[src/rtl/eq_pkg.sv]
// Shared definitions for the equalizer mixer: Q2.14 gain constants, sample/gain
// typedefs, the mixer FSM states and the output saturation helper.
package eq_pkg;

    localparam int GAIN_FRAC = 14;
    localparam logic [15:0] GAIN_UNITY = 16'h4000;

    localparam int SAMPLE_BITS = 16;
    localparam int GAIN_BITS   = 16;

    typedef logic signed [SAMPLE_BITS-1:0] sample_t;
    typedef logic signed [GAIN_BITS-1:0]   gain_t;

    typedef enum logic [1:0] {
        ST_IDLE   = 2'd0,
        ST_ACCUM  = 2'd1,
        ST_OUTPUT = 2'd2
    } state_t;

    // Clamp v into the signed range of a w-bit word.
    function automatic longint sat_clip(input longint v, input int unsigned w);
        longint hi;
        longint lo;
        hi = (64'sd1 <<< (w - 32'd1)) - 64'sd1;
        lo = -(64'sd1 <<< (w - 32'd1));
        if (v > hi) begin
            return hi;
        end else if (v < lo) begin
            return lo;
        end else begin
            return v;
        end
    endfunction

endpackage

[src/rtl/eq_gain_bank.sv]
// Per-band gain storage: a shadow bank written at any time and an active bank
// that takes a copy of the shadow on commit, so a running mix never sees a change.
module eq_gain_bank
    import eq_pkg::*;
#(
    parameter int BANDS  = 8,
    parameter int GAIN_W = 16,
    parameter int AW     = $clog2(BANDS)
) (
    input  logic              clk,
    input  logic              rst_n,
    input  logic              wr_en_i,
    input  logic [AW-1:0]     wr_addr_i,
    input  logic [GAIN_W-1:0] wr_data_i,
    input  logic              commit_i,
    input  logic [AW-1:0]     rd_idx_i,
    output logic [GAIN_W-1:0] rd_gain_o
);

    logic [GAIN_W-1:0] shadow_q [BANDS];
    logic [GAIN_W-1:0] active_q [BANDS];

    // Shadow bank: ignores clk_enable; addresses without a matching band are dropped.
    always_ff @(posedge clk or negedge rst_n) begin
        if (!rst_n) begin
            for (int k = 0; k < BANDS; k++) shadow_q[k] <= GAIN_W'(GAIN_UNITY);
        end else begin
            for (int k = 0; k < BANDS; k++) begin
                if (wr_en_i && (wr_addr_i == AW'(k))) shadow_q[k] <= wr_data_i;
            end
        end
    end

    // Active bank: takes the pre-write shadow contents on a same-edge write.
    always_ff @(posedge clk or negedge rst_n) begin
        if (!rst_n) begin
            for (int k = 0; k < BANDS; k++) active_q[k] <= GAIN_W'(GAIN_UNITY);
        end else if (commit_i) begin
            active_q <= shadow_q;
        end
    end

    assign rd_gain_o = active_q[rd_idx_i];

endmodule

[src/rtl/eq_band_mixer.sv]
// Equalizer band mixer: snapshots BANDS filter outputs, applies per-band Q2.14
// gains with a sequential MAC, then rounds and emits one sample with a valid pulse.
// Define EQ_MIXER_SAT_EN to clip the output (and enable sat_flag); otherwise it wraps.
module eq_band_mixer
    import eq_pkg::*;
#(
    parameter int BANDS  = 8,
    parameter int DATA_W = 16,
    parameter int GAIN_W = 16,
    parameter int ACC_W  = DATA_W + GAIN_W + $clog2(BANDS)
) (
    input  logic                      clk,
    input  logic                      rst_n,
    input  logic                      clk_enable,
    input  logic                      sample_valid,
    input  logic [BANDS*DATA_W-1:0]   band_in,
    input  logic                      gain_wr_en,
    input  logic [$clog2(BANDS)-1:0]  gain_wr_addr,
    input  logic [GAIN_W-1:0]         gain_wr_data,
    output logic [DATA_W-1:0]         mix_out,
    output logic                      mix_valid,
    output logic                      busy,
    output logic                      sat_flag,
    output logic                      overrun
);

    localparam int IDX_W  = $clog2(BANDS);
    localparam int PROD_W = DATA_W + GAIN_W;
    localparam logic signed [ACC_W-1:0] ROUND_C = ACC_W'(64'sd1 <<< (GAIN_FRAC - 1));

    state_t                    state_q, state_d;
    logic [IDX_W-1:0]          idx_q, idx_d;
    logic signed [ACC_W-1:0]   acc_q, acc_d;
    logic [DATA_W-1:0]         snap_q [BANDS];
    logic [DATA_W-1:0]         snap_d [BANDS];
    logic [DATA_W-1:0]         mix_q, mix_d;
    logic                      valid_q, valid_d;
    logic                      busy_q, busy_d;
    logic                      sat_q, sat_d;
    logic                      ovr_q, ovr_d;

    logic [GAIN_W-1:0]         gain_s;
    logic signed [PROD_W-1:0]  prod_s;
    logic signed [ACC_W-1:0]   round_s;
    logic [DATA_W-1:0]         out_s;
    logic                      clipped_s;
    logic                      commit_s;

    assign commit_s = clk_enable && (state_q == ST_IDLE) && sample_valid;

    eq_gain_bank #(
        .BANDS  (BANDS),
        .GAIN_W (GAIN_W),
        .AW     (IDX_W)
    ) u_gain_bank (
        .clk       (clk),
        .rst_n     (rst_n),
        .wr_en_i   (gain_wr_en),
        .wr_addr_i (gain_wr_addr),
        .wr_data_i (gain_wr_data),
        .commit_i  (commit_s),
        .rd_idx_i  (idx_q),
        .rd_gain_o (gain_s)
    );

    assign prod_s  = $signed(snap_q[idx_q]) * $signed(gain_s);
    assign round_s = (acc_q + ROUND_C) >>> GAIN_FRAC;

`ifdef EQ_MIXER_SAT_EN
    longint rlong_s;
    longint clip_s;

    // Clip the rounded sum to the output word and flag any clipping.
    always_comb begin
        rlong_s   = longint'(round_s);
        clip_s    = sat_clip(rlong_s, DATA_W);
        out_s     = clip_s[DATA_W-1:0];
        clipped_s = (clip_s != rlong_s);
    end
`else
    assign out_s     = DATA_W'(round_s);
    assign clipped_s = 1'b0;
`endif

    // Next-state and datapath control for IDLE -> ACCUM -> OUTPUT.
    always_comb begin
        state_d = state_q;
        idx_d   = idx_q;
        acc_d   = acc_q;
        snap_d  = snap_q;
        mix_d   = mix_q;
        valid_d = 1'b0;
        busy_d  = busy_q;
        sat_d   = sat_q;
        ovr_d   = ovr_q;
        case (state_q)
            ST_IDLE: begin
                if (sample_valid) begin
                    for (int k = 0; k < BANDS; k++) snap_d[k] = band_in[k*DATA_W +: DATA_W];
                    acc_d   = '0;
                    idx_d   = '0;
                    busy_d  = 1'b1;
                    state_d = ST_ACCUM;
                end else begin
                    state_d = ST_IDLE;
                end
            end
            ST_ACCUM: begin
                acc_d = acc_q + ACC_W'(prod_s);
                idx_d = idx_q + IDX_W'(1);
                if (idx_q == IDX_W'(BANDS - 1)) begin
                    state_d = ST_OUTPUT;
                end else begin
                    state_d = ST_ACCUM;
                end
            end
            ST_OUTPUT: begin
                mix_d   = out_s;
                valid_d = 1'b1;
                sat_d   = sat_q | clipped_s;
                busy_d  = 1'b0;
                state_d = ST_IDLE;
            end
            default: begin
                busy_d  = 1'b0;
                state_d = ST_IDLE;
            end
        endcase
        // A strobe arriving while a mix is still running is lost.
        if (sample_valid && busy_q) begin
            ovr_d = 1'b1;
        end else begin
            ovr_d = ovr_q;
        end
    end

    // State and output registers, frozen while clk_enable is low.
    always_ff @(posedge clk or negedge rst_n) begin
        if (!rst_n) begin
            state_q <= ST_IDLE;
            idx_q   <= '0;
            acc_q   <= '0;
            for (int k = 0; k < BANDS; k++) snap_q[k] <= '0;
            mix_q   <= '0;
            valid_q <= 1'b0;
            busy_q  <= 1'b0;
            sat_q   <= 1'b0;
            ovr_q   <= 1'b0;
        end else if (clk_enable) begin
            state_q <= state_d;
            idx_q   <= idx_d;
            acc_q   <= acc_d;
            snap_q  <= snap_d;
            mix_q   <= mix_d;
            valid_q <= valid_d;
            busy_q  <= busy_d;
            sat_q   <= sat_d;
            ovr_q   <= ovr_d;
        end
    end

    assign mix_out   = mix_q;
    assign mix_valid = valid_q;
    assign busy      = busy_q;
    assign sat_flag  = sat_q;
    assign overrun   = ovr_q;

endmodule

[config.mk]
export PLATFORM = sky130hd
export DESIGN_NAME = eq_band_mixer
export DESIGN_NICKNAME = d
export VERILOG_FILES = /design/src/rtl/eq_pkg.sv /design/src/rtl/eq_gain_bank.sv /design/src/rtl/eq_band_mixer.sv
export SDC_FILE = /design/constraint.sdc
export NUM_CORES = 2
export LEC_CHECK = 0
export CAP_MARGIN = 15
export CORE_MARGIN = 1
export CORE_UTILIZATION = 53
export DETAILED_ROUTE_END_ITERATION = 10
export GPL_TIMING_DRIVEN = 0
export PLACE_DENSITY = 0.74
export SYNTH_ARGS = -nofsm -noshare
export SYNTH_HDL_FRONTEND = slang
export SYNTH_SLANG_ARGS = --single-unit
[constraint.sdc]
create_clock -name clk -period 12 [get_ports clk]
set_input_delay 2.4 -clock clk [delete_from_list [all_inputs] [get_ports clk]]
set_output_delay 2.4 -clock clk [all_outputs]
set_load 0.005 [all_outputs]
==> results.md <==
- Core ar.: between 50000 and 60000 sq um
- Post-synthesis cell area: roughly 29000 sq um
- Fin. max-slew vios: 0
- Nets: 3047
- H-tree depth: 2
- FP Rows: 84
- Worst path buffer plus inverter count: 8
- I/O Buffers: 165
- Worst slew pin tran: 1.177 ns
- Setup-failing EPs final: 0
- Ports: ~170
- Detailed Place HPWL: 58.85 mm
- Routed vias: between 15000 and 20000
- Critical Path Fanout Max: 10
- Syn Inst Count: 2301
- Most frequent cells in the layout: dfrtp_1 (422), mux2_2 (412), inv_1 (331)
- Arrival @ worst endpoint: 10.15 ns
- Layout cells sized above 1: 0.2447
- Clock Path Buffers: 3
- Clk_lat worst skew: 0.62 ns
- Clock Sink Count: 438
- Post-synth ARST share: 1.000
- Post-synth EDFFs: 0
- Final WL: 76.11 mm
- DRC: 0
- Post-synth top area cell: dfrtp_1
- Final Hold Viols: 0
- Tightest Hold Check Type: register to register
- Crit share post-route: 0.8052
- Final setup TNS: 0 ns
- Max-slew headroom: 0.1930
- Global-route wire length before repair: 118.3 mm
- Hold_ws: approximately 0.47 ns
- Setup bufs post-CTS: 0
- Setup ws final: 2.337 ns
- Antenna violations before repair: 2
- CTS root buf: clkbuf_16
- Drt first-iter violations: 1328
- Routability Congestion: 1.051
- Final Critical Period: 9.663 ns
- CP Class: register to register
- Clock Pin Slew Worst Setup and Hold Paths: 0.06 ns
- Critical Path RT: 12.48 ns
- Net Count, Synth: 2825
- Startpoint types: register
- Yosys cell types: 58
- CTS tree: done
- Num CTS Buffers: 46
- Vias per inst: between 5 and 6
- Ys flop type: dfrtp_1
- Most common cell after layout, fill and taps aside: dfrtp_1
- Fmax achieved: just over 100 MHz
- Wire per inst: 23.44 microns
- Chip height: 234.5 microns
- CP max-delay cell: mux2i_1
- Status: finished clean
- Die area: 54970 sq um
- Vias in the first global route: 20140
- Post-synthesis sequential area ratio: 0.3834
- # fillers: 4097
- Seq cells post-synth: 438
- Routed Antenna Nets: 0
- Mapped Avg Cell Area: ~12 sq um
- Family with the most delay on the worst path: adder cells
- Crit path largest cell delay: 0.85 ns
- R2R setup slack: roughly 2.3 ns
- CP dominant cell by count: fa_1
- Area added between synthesis and finish: 15.04%
- Area contributors post-synth: dfrtp_1 (37%), fa_1 (19%), mux2_2 (16%), mux4_2 (5.0%), inv_1 (4.3%)
- RSZ-0062 raised after global routing: no
- FF-to-FF Start: idx_q[1]
- Number of iterations in the first detailed-routing pass: 5
- Grt ovf: 0
- Post-Place Setup Slack: 2.502 ns
- MaxCap Viol Count: 0
- Yosys top cell area share: 0.3687
- Max Clock Skew: 0.02804 ns
- CTS Hold Bufs: 0
- Worst Setup SP: idx_q[1]
- Min-delay src: overrun
- CP Capture Type: register
- Overall routing resource usage: 0.2908
- Yosys warning total: 0
- Die X: between 200 and 250 microns
- Largest net degree at the start of global routing: 134
- Initial Utilization: 0.5407
- Post_cts resized: 0
==> routing by layer <==
layer	part of all wire	track usage	vias to the layer above
met1	0.40	0.3775	9806
met4	0.044	0.1244	0
met3	0.063	0.04712	169
met5	0	0	-
li1	-	-	7991
met2	0.49	0.4849	643
==> flip-flops by register name, summed over array words and instances (netlist names) <==
signal,cells
state_q,2
acc_q,30
u_gain_bank.shadow_q,128
busy,1
snap_q,128
overrun,1
u_gain_bank.active_q,128
mix_valid,1
idx_q,3
mix_out,16
==> worst reg2reg max path: cells and delay by family, from the launching register on <==
family                     cells  cell delay, ns
AOI/OAI and AO/OA              8            2.01
buffers and inverters          8            2.37
adders and majority gates      7            3.28
DFF                            1            0.49
muxes                          2            1.28
and+or+nand+nor                1            0.14
==> through the flow <==
stage / util / std cells / area (sq um)
floorplan: - / 2301 / 28640
global placement: 0.5881 / 3154 / 31150
detailed placement: 0.5910 / 3162 / 31310
CTS: 0.6218 / 3245 / 32940
global route: 0.6220 / 3247 / 32950
finish: 0.6220 / 3247 / 32950
==> cell usage after synthesis, types with 7 or more instances <==
| master | n |
|---|---|
| nand2b_1 | 18 |
| o22ai_1 | 13 |
| a21oi_1 | 14 |
| ha_1 | 96 |
| fa_1 | 276 |
| dfstp_2 | 16 |
| o21ai_0 | 40 |
| dfrtp_1 | 422 |
| inv_1 | 331 |
| nand2_1 | 176 |
| and3_1 | 7 |
| buf_2 | 33 |
| mux4_2 | 63 |
| mux2i_1 | 24 |
| clkbuf_1 | 52 |
| xnor2_1 | 32 |
| nand3_1 | 13 |
| a21o_1 | 18 |
| nor2_1 | 144 |
| xor2_1 | 22 |
| mux2_2 | 412 |
==> logic make-up (layout without fill, tap and decap cells) <==
logic type	Yosys count	count (layout)	share of synthesized area
mux	501	501	0.2215
buf+inv	424	681	0.05780
flops	438	438	0.3834
other cells	1	2	0.0001309
compound gates	120	120	0.02822
fa+ha+maj	372	372	0.2349
simple gates	391	391	0.05754
xor+xnor	54	54	0.01651
==> area by class of cell <==
class / count / area [sq um] / area share
flip-flops and latches: 438 / 10980 / 0.3333
clock buffers: 71 / 1385 / 0.04204
diodes: 1 / 2.502 / 0.00007595
plain buffers: 93 / 412.9 / 0.01253
clock inverters: 12 / 244.0 / 0.007405
inverters: 331 / 1242 / 0.03771
repair buffers: 174 / 1800 / 0.05465
well taps: 688 / 860.8 / 0.02613
multi-input cells: 1439 / 16020 / 0.4862
==> final timing paths <==
path	endpoint	cells past startpoint
min in group asynchronous	snap_q[3]	1
max	acc_q[28]	26
min reg2reg	overrun	1
min	overrun	1
max in group asynchronous	snap_q[31]	3
max reg2reg	acc_q[28]	26
Power is left out: the tool's default activity adds up to more than one toggle a clock period on the data nets, which glitch-free logic cannot reach.
